===== config.mk =====
export PLATFORM = sky130hd
export DESIGN_NAME = ram_fifo_ctrl
export DESIGN_NICKNAME = d
export VERILOG_FILES = /design/src/rtl/ram_fifo_ctrl.sv
export SDC_FILE = /design/constraint.sdc
export NUM_CORES = 1
export LEC_CHECK = 0
export ABC_AREA = 1
export BUFFER_PORTS_ARGS = -buffer_cell sky130_fd_sc_hd__buf_2
export CORE_MARGIN = 4
export CORE_UTILIZATION = 44
export CTS_CLUSTER_SIZE = 20
export DETAILED_ROUTE_END_ITERATION = 10
export PLACE_DENSITY = 0.76
export SLEW_MARGIN = 25
export SYNTH_ARGS = -nofsm -noshare
export SYNTH_HDL_FRONTEND = slang
export SYNTH_SLANG_ARGS = --single-unit

===== constraint.sdc =====
create_clock -name clk -period 1.8 [get_ports clk]
set_input_delay 0.18 -clock clk [delete_from_list [all_inputs] [get_ports clk]]
set_output_delay 0.18 -clock clk [all_outputs]
set_load 0.05 [all_outputs]

===== src/rtl/ram_fifo_ctrl.sv =====
// ram_fifo_ctrl
// FIFO controller for a 16x8 single-port RAM with synchronous write and
// asynchronous read. Each cycle the RAM is used for exactly one access: a
// refill read into the registered output stage or a producer write. The
// refill read always wins. Capacity is the RAM depth plus the output register.
module ram_fifo_ctrl #(
   parameter int DATA_W = 8,
   parameter int ADDR_W = 4
) (
   input  logic              clk,
   input  logic              rst_n,
   input  logic [DATA_W-1:0] in_data,
   input  logic              in_valid,
   output logic              in_ready,
   output logic [DATA_W-1:0] out_data,
   output logic              out_valid,
   input  logic              out_ready,
   output logic [ADDR_W-1:0] ram_addr,
   output logic [DATA_W-1:0] ram_din,
   output logic              ram_we,
   input  logic [DATA_W-1:0] ram_dout,
   output logic [ADDR_W:0]   level,
   output logic              full,
   output logic              empty
);

   localparam int              DEPTH   = 2 ** ADDR_W;
   localparam logic [ADDR_W:0] CNT_MAX = (ADDR_W+1)'(DEPTH);
   localparam logic [ADDR_W:0] CNT_ONE = (ADDR_W+1)'(1);
   localparam logic [ADDR_W-1:0] PTR_ONE = ADDR_W'(1);

   logic [ADDR_W-1:0] wr_ptr;
   logic [ADDR_W-1:0] rd_ptr;
   logic [ADDR_W:0]   count;
   logic [DATA_W-1:0] data_p1;
   logic              vld_p1;
   logic              need_read;
   logic              push;

   // Slot arbitration: refill the output register whenever it is (or is about
   // to become) free and the RAM holds data; otherwise offer the slot to the
   // producer. in_ready is gated by rst_n so nothing is accepted in reset.
   always_comb begin
      need_read = (count != '0) && (!vld_p1 || out_ready);
      in_ready  = !need_read && (count != CNT_MAX) && rst_n;
      ram_addr  = need_read ? rd_ptr : wr_ptr;
      ram_we    = in_valid && in_ready;
      ram_din   = in_data;
      push      = ram_we;
   end

   // Pointer and RAM occupancy bookkeeping; read and write slots are exclusive.
   always_ff @(posedge clk or negedge rst_n) begin
      if (!rst_n) begin
         wr_ptr <= '0;
         rd_ptr <= '0;
         count  <= '0;
      end else if (need_read) begin
         rd_ptr <= rd_ptr + PTR_ONE;
         count  <= count - CNT_ONE;
      end else if (push) begin
         wr_ptr <= wr_ptr + PTR_ONE;
         count  <= count + CNT_ONE;
      end
   end

   // Stage p1: one-entry output register, loaded from the async RAM read.
   always_ff @(posedge clk or negedge rst_n) begin
      if (!rst_n) begin
         data_p1 <= '0;
         vld_p1  <= 1'b0;
      end else if (need_read) begin
         data_p1 <= ram_dout;
         vld_p1  <= 1'b1;
      end else if (vld_p1 && out_ready) begin
         vld_p1  <= 1'b0;
      end
   end

   // Status derived from registers only.
   always_comb begin
      out_data  = data_p1;
      out_valid = vld_p1;
      level     = count + {{ADDR_W{1'b0}}, vld_p1};
      full      = (count == CNT_MAX);
      empty     = (level == '0);
   end

endmodule


# Word-level counts from Yosys, hierarchy flattened
# Cells that the tools add are included.
# word_totals
register_bits	22
in_bits	20
out_inout_bits	30
word_cells	31
# classes
addsub	5
eq_ne	2
mux	5
n_bitwise	1
n_reduce_logical	13
# ops
op	count
2-to-1 mux 5 bit	2
adder 4 x 1 -> 4 bit, second input constant	2
adder 5 x 1 -> 5 bit	1
adder 5 x 1 -> 5 bit, second input constant	1
equality test 5 bit, second input constant	1
logical AND 1 bit	5
zero test 5 bit	1
inequality test 5 bit, second input constant	1
nonzero test 5 bit	1
subtractor 5 x 1 -> 5 bit, second input constant	1
2-to-1 mux 4 bit	1
nonzero test 2 bit	2
zero test 1 bit	2
2-to-1 mux 1 bit	2
AND reduction 2 bit	1
logical OR 1 bit	1
NOT 1 bit	1

# Logic depth before layout (Yosys ltp)
# Gate-level depths: netlist of the first run.
# logic_depth
depth_word	9
mapped_depth	18

# Least setup slack after synthesis of the first run
# Ideal clock, no wire load.
# synth_path
path_kind	register -> output
startpoint	register vld_p1 (netlist: out_valid)
endpoint	output port empty
arrival_ps	2755
setup_slack_ps	-1135
path_stages_with_launch	6
path_buffers	0
path_cell_list	dfrtp_1 > ha_1 > ha_1 > xor2_1 > nor3_1 > nor3b_1
# synth_between
elab_chain_cells	2
# synth_rtl
element	line	text
start: declaration	36	logic vld_p1;
start signal: assignment	71	vld_p1 <= 1'b0;
start signal: assignment	74	vld_p1 <= 1'b1;
start signal: assignment	76	vld_p1 <= 1'b0;
adder 5 x 1 -> 5 bit	84	level = count + {{ADDR_W{1'b0}}, vld_p1};
via level[2]	22	output logic [ADDR_W:0] level,
zero test 5 bit	86	empty = (level == '0);
end: declaration	24	output logic empty
# The timed path passes the listed nets, and every way through them passes these cells.

# Final worst setup path of the first run
# layout_path
startpoint	register count[0]
endpoint	output port empty
# layout_between
elab_chain_cells	2
# layout_rtl
element	line	text
start: declaration	34	logic [ADDR_W:0] count;
start signal: assignment	60	count <= count - CNT_ONE;
start signal: assignment	63	count <= count + CNT_ONE;
adder 5 x 1 -> 5 bit	84	
zero test 5 bit	86	
# No other way between the ends.

==> results of run 1 <==
## flip-flops by register name, summed over array words and instances (netlist names)
register   count
count          5
out_data       8
out_valid      1
rd_ptr         4
wr_ptr         4
## cell families after synthesis
logic type               synth area share
adder cells (fa/ha/maj)            0.0813
buffers and inverters               0.116
flip-flops                          0.416
XOR/XNOR                           0.0662
AO/OA/AOI/OAI                      0.0227
AND/OR/NAND/NOR                     0.298
## Yosys cell counts, types with 3 or more instances
cell type	number	share of area
nand3_1	7	0.026
ha_1	7	0.066
dfrtp_1	22	0.42
o21ai_0	4	0.015
inv_1	14	0.040
nand2_1	66	0.19
nand2_2	3	0.014
xor2_1	4	0.026
buf_4	9	0.051
nor2_1	3	0.0085
xnor2_1	6	0.040
## what timing repair did
| action | 4_1_cts | 5_1_grt |
|---|---|---|
| endpoints found under the setup margin | 11 | 12 |
| setup buffers | 8 | 4 |
| resized for setup | 42 | 9 |
| hold endpoints to repair | 22 | 0 |
| pin swaps | 7 | 4 |
| hold buffers | 1 | 0 |
## stage by stage
step / TNS, ns / hold slack (ns) / cells / util / setup slack [ns]
floorplan: -0.638 / -0.116 / 161 / - / -0.229
global placement: 0 / 0.00820 / 226 / 0.585 / 0.000967
detailed placement: -0.0942 / 0.00949 / 226 / 0.585 / -0.0686
CTS: -0.804 / 0.0342 / 239 / 0.678 / -0.256
global route: -2.56 / 0.0193 / 243 / 0.701 / -0.329
finish: -1.29 / 0.0434 / 243 / 0.701 / -0.213
## final cells by class
class / count / area share
clock buffer: 3 / 0.0115
clock inverter: 1 / 0.0153
multi-input combinational: 112 / 0.411
tap: 31 / 0.0197
sequential: 22 / 0.281
inverter: 16 / 0.0337
timing repair buffer: 58 / 0.227
## layout by cell type, fill, tap and decap left out, types with 3 or more instances in the layout
master | netlist | routed
nand2_2 | 3 | 8
inv_1 | 14 | 11
xnor2_1 | 6 | 5
buf_2 | 0 | 24
nand2_4 | 2 | 3
nand3_1 | 7 | 6
ha_4 | 0 | 4
buf_6 | 1 | 7
buf_4 | 9 | 21
nand2_1 | 66 | 59
dfrtp_1 | 22 | 20
buf_8 | 1 | 4
inv_2 | 2 | 3
clkbuf_4 | 0 | 3
ha_1 | 7 | 3
## critical path, cell delays in order, from the launching register on
cell     delay (ns)
dfrtp_1        0.41
buf_6          0.12
ha_4           0.16
ha_4           0.18
xor2_4         0.15
nor3_2         0.11
nor3b_4        0.20
buf_6          0.18
## worst max path at each step
stage	startpoint	end
5_1_grt	count[0]	count[4]
2_1_floorplan	out_valid	count[4]
6_report	count[0]	empty
4_1_cts	count[0]	empty
3_5_place_dp	count[0]	empty
3_3_place_gp	out_valid	count[4]
## metal layers
metal  vias up  track usage
met4         0       0.0716
met2        32        0.321
met3        13       0.0324
met1       557        0.202
met5         -            0
li1        584            -
==> qor.txt, run 1 <==
Status - complete, but fails checks
Violated checks - negative setup slack
Area Growth Syn to Fin - 48.5%
Syn avg cell area - 8.22 um^2
Area of the multi-input gates - 808 um^2
CP startpoint kind - flop
CP Class - flop to primary output
Clk Latency, worst-skew pair - 0.32 ns
Final WL - 3280 um
Clock skew - 0.00153 ns
Max-Cap Viols - 0
Area after DPL - 1640 um^2
Fillers - 218
Fin. Hold Viols - 0
Setup crit end kind - primary output
Residual DRC count - 0
Die span in y - 62.9 um
H-tree Lvls - 1
Slew @ Worst Pin - 0.282 ns
Total core area - 2810 um^2
Hold path startpoint - ram_dout[6]
Net Count, Synth - 189
Port buffer count - 33
Uppermost routed layer - met4
Area of the die - 3950 um^2
Pin count of the biggest net entering global routing - 22
Clock-pin slew on the worst setup and hold paths - 0.13 ns
#FFs+latches synth - 22
Top_reg_cell synth - dfrtp_1
Total gr overflow - 0
Count of distinct cell types in the synthesized netlist - 24
Yosys warns - 0
Row cnt - 19
Final ANT Viol Nets - 0
EDFF count, synth - 0
Synth async-reset ratio - 1.00
CTS tree - done
All-Layer GR Usage - 0.177
Met2 wire len - 1720 um
Number of top-level pins - 50
Synth Cell Area - 1320 um^2
Slew headroom - 0.812
Routed WL per cell - 13.5 um
Initial detailed-routing violation count - 20
Layout cells sized above 1 - 0.472
WP data arrival - 1.83 ns
Fin crit share - 1.12
Inserted Clock Buffers - 3
Drt via density - 4.88
Gate Count Post-Synth - 161
Die X - 62.9 um
DP HPWL - 2190 um
Antenna violations before repair - 0
Clock sinks - 22
Setup-failing EPs final - 10
Post-synthesis sequential area ratio - 0.416
Root Driver - clkbuf_4
Drt pass-1 iters - 4
Final #Nets - 241
Reg2reg start - count[0]
Seq. cell area - 553 um^2
R2R Path End - count[4]
Post-route setup slack - -0.213 ns
Tmin final - 2.01 ns
Hold Path Class - primary input to flop
Hold path cells - 3
Diodes inserted - 0
Cell area after layout - 1970 um^2
Reg2Reg Setup Slack - -0.18 ns
Via count - 1,186
Crit-path max FO - 2
First-pass GRT wire length - 5530 um
Vias in the first global route - 1,252
FF-to-FF path depth - 17
Max Clock Freq - 497 MHz
Initial Utilization - 0.472
Clock buffer depth - 2
Met1 WL - 1330 um
Worst Hold Path EP - out_data[6]
Max-slew violations - 0
Gpl congestion - 0.789
WP data required - 1.62 ns
RSZ-0062 raised after global routing - true
Routed met3 length - 140 um
Power of run 1 is left out: the tool's default activity adds up to more than one toggle a clock period on the data nets, which glitch-free logic cannot reach.
==> run 2: changes to the inputs <==
--- a/config.mk
+++ b/config.mk
@@ -7,11 +7,13 @@
 export LEC_CHECK = 0
 export ABC_AREA = 1
 export BUFFER_PORTS_ARGS = -buffer_cell sky130_fd_sc_hd__buf_2
+export CORE_ASPECT_RATIO = 2
 export CORE_MARGIN = 4
 export CORE_UTILIZATION = 44
 export CTS_CLUSTER_SIZE = 20
 export DETAILED_ROUTE_END_ITERATION = 10
 export PLACE_DENSITY = 0.76
+export RECOVER_POWER = 25
 export SLEW_MARGIN = 25
 export SYNTH_ARGS = -nofsm -noshare
 export SYNTH_HDL_FRONTEND = slang
==> run 2 against run 1 <==
  * The flow still finishes with violations (negative setup slack)
  * Clock-buffer cell count is 1 higher
  * Utilization decreased by 3.1 points
  * Via count is 1.6% lower
  * Fmax is 1.5% higher
  * Die area is 1.3% higher
  * Critical path depth increased by 3
  * Sequential cell count unchanged
  * Clock skew grew 0.0012 ns
  * Critical path type unchanged
  * Largest cell class unchanged
==> qor.txt, run 2 (synthesis results as in run 1) <==
Final WL - 3040 um (-7.4%)
Violated checks - negative setup slack
First-pass GRT wire length - 5340 um (-3.4%)
Hold path startpoint - ram_dout[4]
Port buffer count - 33 (unchanged)
Commonest non-fill, non-tap cell in the layout - nand2_1
Max-Cap Viols - 0 (unchanged)
Largest stage delay on the critical path - 0.41 ns (about the same)
Critical path, cell by cell - buf_6, nor2_4, nand3_4, nand2_4, clkinvlp_4, buf_4, buf_6, nand2_4, nand2_1, buf_6
Drt via density - 4.92 (+0.89%)
Setup crit end kind - primary output
Dpl ws - -0.0728 ns (-0.00419 ns)
Area of the die - 4000 um^2 (+1.3%)
Max-slew violations - 0 (unchanged)
Clk Latency, worst-skew pair - 0.26 ns (-0.06 ns)
Max Clock Freq - 504 MHz (+1.5%)
WP data required - 1.62 ns (about the same)
Routed WL per cell - 12.8 um (-5.1%)
FF-to-FF path depth - 15 (-2)
Routed met3 length - 143 um (+2.1%)
Final #Nets - 237 (-1.7%)
H-tree Lvls - 1 (unchanged)
Hold path cells - 3 (unchanged)
Clock buffer depth - 2 (unchanged)
Final ANT Viol Nets - 0 (unchanged)
Total core area - 2840 um^2 (+1.2%)
Setup TNS - -0.762 ns (+0.525 ns)
Clock skew - 0.00270 ns (+0.00117 ns)
RSZ-0062 raised after global routing - true
Root Driver - clkbuf_8
Initial detailed-routing violation count - 15 (-25%)
Die X - 46.8 um (-26%)
Most used cell, CP - buf_6
R2R Path End - count[4]
All-Layer GR Usage - 0.176 (-0.000720)
Post-route setup slack - -0.183 ns (+0.0303 ns)
Reg2Reg Setup Slack - -0.13 ns (+0.05 ns)
Tmin final - 1.98 ns (-0.0303 ns)
Fin crit share - 1.10 (-0.0168)
Row cnt - 27 (+8)
Placed Instances - 225 (-0.44%)
Slew @ Worst Pin - 0.495 ns (+0.213 ns)
Crit-path max FO - 4 (+2)
CP Class - flop to primary output
Largest register FFs - 8 (unchanged)
Slew headroom - 0.670 (-0.142)
Total gr overflow - 0 (unchanged)
Fin. Hold Viols - 0 (unchanged)
Met1 WL - 1040 um (-22%)
Slowest library cell on the worst path - dfrtp_1
WP data arrival - 1.80 ns (-0.03 ns)
CP startpoint kind - flop
Drt pass-1 iters - 4 (unchanged)
Gpl congestion - 0.764 (-3.2%)
Worst Hold Path EP - out_data[4]
Met2 wire len - 1810 um (+5.1%)
Number of top-level pins - 50 (unchanged)
Hold Path Class - primary input to flop
CTS tree - done
Diodes inserted - 0 (unchanged)
Inserted Clock Buffers - 3 (unchanged)
Clock-pin slew on the worst setup and hold paths - 0.08 ns (-0.05 ns)
Clock sinks - 22 (unchanged)
Pin count of the biggest net entering global routing - 21 (-4.5%)
Status - complete, but fails checks
WHS - 0.113 ns (+0.0695 ns)
Die span in y - 85.6 um (+36%)
Layout cells sized above 1 - 0.433 (-0.0390)
Via count - 1,167 (-1.6%)
Non-Filler Instances - 237 (-2.5%)
Uppermost routed layer - met4
Area Growth Syn to Fin - 43.7%
DP HPWL - 2340 um (+6.9%)
Setup-failing EPs final - 7 (-3)
Residual DRC count - 0 (unchanged)
Reg2reg start - count[0]
Initial Utilization - 0.466 (-0.00541)
Most frequent cells in the layout - nand2_1 (63), buf_2 (22), dfrtp_1 (20), buf_4 (13), buf_6 (12)
Antenna violations before repair - 0 (unchanged)
Vias in the first global route - 1,287 (+2.8%)
run 2: changes by cell type in the layout (fill, tap and decap cells not counted), sizes merged:
cell / change
buf: -8
clkbuf: +5
bufinv: -1
run 2: what timing repair did:
item | 4_1_cts | 5_1_grt
hold buffers | 1 | 0
buffers inserted | 3 | 5
gates resized for setup | 27 | 15
setup endpoints to repair | 8 | 13
pin swaps | 4 | 3
endpoints found under the hold margin | 22 | 0
run 2: worst max-delay path by stage:
stage                    from     endpoint  slack (ns)
detailed placement  out_valid     count[4]       -0.07
CTS                  count[0]     count[4]       -0.17
global route         count[0]     count[4]       -0.30
floorplan           out_valid     count[4]       -0.23
global placement    out_valid     count[4]       -0.02
finish               count[0]  ram_addr[2]       -0.18
run 2: area by class of cell:
cell class / count / area [um^2]
clock buffers: 4 / 55.1
flip-flops and latches: 22 / 553
inverters: 16 / 66.3
well taps: 29 / 36.3
fillers: 222 / 936
repair buffers: 54 / 407
multi-input cells: 112 / 785
run 2: worst max-delay path, delay by kind of cell, from the launching register on:
family | cells | cell delay, ns
buffers and inverters | 5 | 0.71
DFF | 1 | 0.41
and+or+nand+nor | 5 | 0.43
run 2: layer usage:
metal,track usage,vias to the layer above
met1,0.179,548
met5,0,-
li1,-,578
met4,0.0529,0
met2,0.332,36
met3,0.0336,5
run 2: metrics by stage:
stage                      util  area, um^2
after floorplan               -        1440
after global placement    0.580        1650
after detailed placement  0.580        1650
after CTS                 0.643        1830
after global routing      0.670        1900
final                     0.670        1900
Power of run 2 is left out for the same reason.
==> run 3: changes to the inputs <==
--- a/config.mk
+++ b/config.mk
@@ -7,12 +7,14 @@
 export LEC_CHECK = 0
 export ABC_AREA = 1
 export BUFFER_PORTS_ARGS = -buffer_cell sky130_fd_sc_hd__buf_2
+export CELL_PAD_IN_SITES_DETAIL_PLACEMENT = 1
+export CELL_PAD_IN_SITES_GLOBAL_PLACEMENT = 1
 export CORE_ASPECT_RATIO = 2
 export CORE_MARGIN = 4
-export CORE_UTILIZATION = 44
+export CORE_UTILIZATION = 31
 export CTS_CLUSTER_SIZE = 20
 export DETAILED_ROUTE_END_ITERATION = 10
-export PLACE_DENSITY = 0.76
+export PLACE_DENSITY_LB_ADDON = 0.1
 export RECOVER_POWER = 25
 export SLEW_MARGIN = 25
 export SYNTH_ARGS = -nofsm -noshare
==> run 3 against run 2 <==
  * The run still ends with negative setup slack left
  * Design area increased by 11%
  * Die area increased by 36%
  * Largest cell class unchanged
  * Clock skew rose by 0.0047 ns
  * Clock-buffer cell count down 1
  * Fmax shrank 0.96%
  * Final cell count increased by 15%
  * Non-clock buffer count rose by 14
  * Worst hold slack lost 0.0012 ns
  * Global-route usage shrank 1.9 points
  * Via count rose by 8.0%
==> qor.txt, run 3 (synthesis results as in run 1) <==
Most frequent cells in the layout - nand2_1 (56), buf_4 (25), buf_2 (23), dfrtp_1 (20), buf_6 (11)
FF-to-FF path depth - 13 (-2)
R2R Path End - count[3]
Initial detailed-routing violation count - 13 (-2)
Final ANT Viol Nets - 0 (unchanged)
H-tree Lvls - 1 (unchanged)
M2 GR Usage - 0.306 (-0.0265)
Critical path, cell by cell - buf_6, ha_4, ha_4, xor2_4, nor3_2, nor3b_4, buf_6
Global routing usage on met1 - 0.147 (-0.0318)
Area of the multi-input gates - 830 um^2 (+5.7%)
Reg2reg start - count[0]
CTS tree - done
Fin crit share - 1.11 (+0.0107)
Diodes inserted - 0 (unchanged)
Area Growth Syn to Fin - 58.8%
Initial Utilization - 0.321 (-0.146)
Residual DRC count - 0 (unchanged)
Fillers - 493 (+120%)
Row cnt - 33 (+22%)
Routed WL per cell - 14.7 um (+15%)
Critical Path End - empty
Crit-path max FO - 2 (-2)
Fin. Hold Viols - 0 (unchanged)
Post-route setup slack - -0.202 ns (-0.0193 ns)
Clock-pin slew on the worst setup and hold paths - 0.08 ns (about the same)
Commonest non-fill, non-tap cell in the layout - nand2_1
Max-slew violations - 0 (unchanged)
Number of top-level pins - 50 (unchanged)
Hold Path Class - primary input to flop
Slew @ Worst Pin - 0.513 ns (+0.0190 ns)
First-pass GRT wire length - 6180 um (+16%)
Clock sinks - 22 (unchanged)
Violated checks - negative setup slack
Antenna violations before repair - 0 (unchanged)
Grt met3 use - 0.0282 (-0.00538)
Reg2Reg Setup Slack - -0.19 ns (-0.06 ns)
Status - complete, but fails checks
Drt pass-1 iters - 2 (-2)
Gpl congestion - 0.843 (+10%)
WP data required - 1.62 ns (about the same)
Die span in y - 100 um (+17%)
Slew headroom - 0.658 (-0.0126)
Layout cells sized above 1 - 0.516 (+0.0831)
Clk Latency, worst-skew pair - 0.26 ns (about the same)
Port buffer count - 33 (unchanged)
Via count - 1,260 (+8.0%)
Area of the die - 5440 um^2 (+36%)
Pin count of the biggest net entering global routing - 21 (unchanged)
DP HPWL - 2990 um (+28%)
CP startpoint kind - flop
Max Clock Freq - 499 MHz (-0.96%)
Inserted Clock Buffers - 3 (unchanged)
Root Driver - clkbuf_8
GRT busiest layer - met2
Clock skew - 0.00743 ns (+0.00473 ns)
WP data arrival - 1.82 ns (+0.02 ns)
All-Layer GR Usage - 0.157 (-0.0190)
Seq. cell area - 553 um^2 (unchanged)
Setup-failing EPs final - 12 (+5)
Vias in the first global route - 1,329 (+3.3%)
Final #Nets - 251 (+5.9%)
Largest stage delay on the critical path - 0.41 ns (about the same)
Drt via density - 4.62 (-6.3%)
Die X - 54.2 um (+16%)
Max-Cap Viols - 0 (unchanged)
WHS - 0.112 ns (-0.00120 ns)
CP Class - flop to primary output
Total core area - 4130 um^2 (+46%)
Largest register FFs - 8 (unchanged)
CP Launch Point - out_valid
Final WL - 4020 um (+32%)
Tmin final - 2.00 ns (+0.0193 ns)
RSZ-0062 raised after global routing - true
Clock buffer depth - 2 (unchanged)
Total gr overflow - 0 (unchanged)
Setup crit end kind - primary output
Slowest library cell on the worst path - dfrtp_2
run 3: cell count changes in the layout (fill, tap and decap cells not counted), sizes merged:
cell / before / now
clkinvlp: 1 / 0
buf: 49 / 65
clkbuf: 8 / 5
inv: 15 / 16
run 3: layout make-up:
class | count | share of cell area
inverter | 16 | 0.0321
timing repair buffer | 68 | 0.260
tap | 52 | 0.0310
multi-input combinational | 112 | 0.395
sequential | 22 | 0.263
clock buffer | 3 | 0.0196
run 3: worst max-delay path, delay by kind of cell, from the launching register on:
kind / cells / cell delay (ns)
XOR/XNOR: 1 / 0.15
AND/OR/NAND/NOR: 2 / 0.37
buffers and inverters: 2 / 0.30
adder cells (fa/ha/maj): 2 / 0.33
flip-flops: 1 / 0.41
run 3: per-layer routing:
layer,wire [um],vias up
met5,0,-
met1,1310,621
li1,-,600
met4,81,0
met3,137,8
met2,2490,31
run 3: worst min-delay path by stage:
stage,startpoint,to,cells after the start
2_1_floorplan,rst_n,count[0],0
3_3_place_gp,rst_n,count[4],1
3_5_place_dp,rst_n,count[4],1
4_1_cts,ram_dout[3],out_data[3],3
5_1_grt,ram_dout[5],out_data[5],3
6_report,ram_dout[6],out_data[6],3
run 3: metrics by stage:
step                       util  TNS (ns)  instances  area [um^2]  setup WS, ns
after floorplan               -    -0.638        161         1440        -0.229
after global placement    0.411   -0.0979        251         1700       -0.0779
after detailed placement  0.411    -0.173        251         1700        -0.120
after CTS                 0.464    -0.330        261         1910        -0.202
after global routing      0.509     -2.49        273         2100        -0.290
final                     0.509     -1.53        273         2100        -0.202
run 3: repair_timing:
| action | CTS | global route |
|---|---|---|
| pin swaps | 12 | 14 |
| setup endpoints to repair | 10 | 13 |
| resized for setup | 38 | 26 |
| hold buffers | 1 | 0 |
| buffers inserted | 6 | 12 |
| hold endpoints to repair | 2 | 0 |
| gates cloned | 0 | 0 |
Power of run 3 is left out for the same reason.
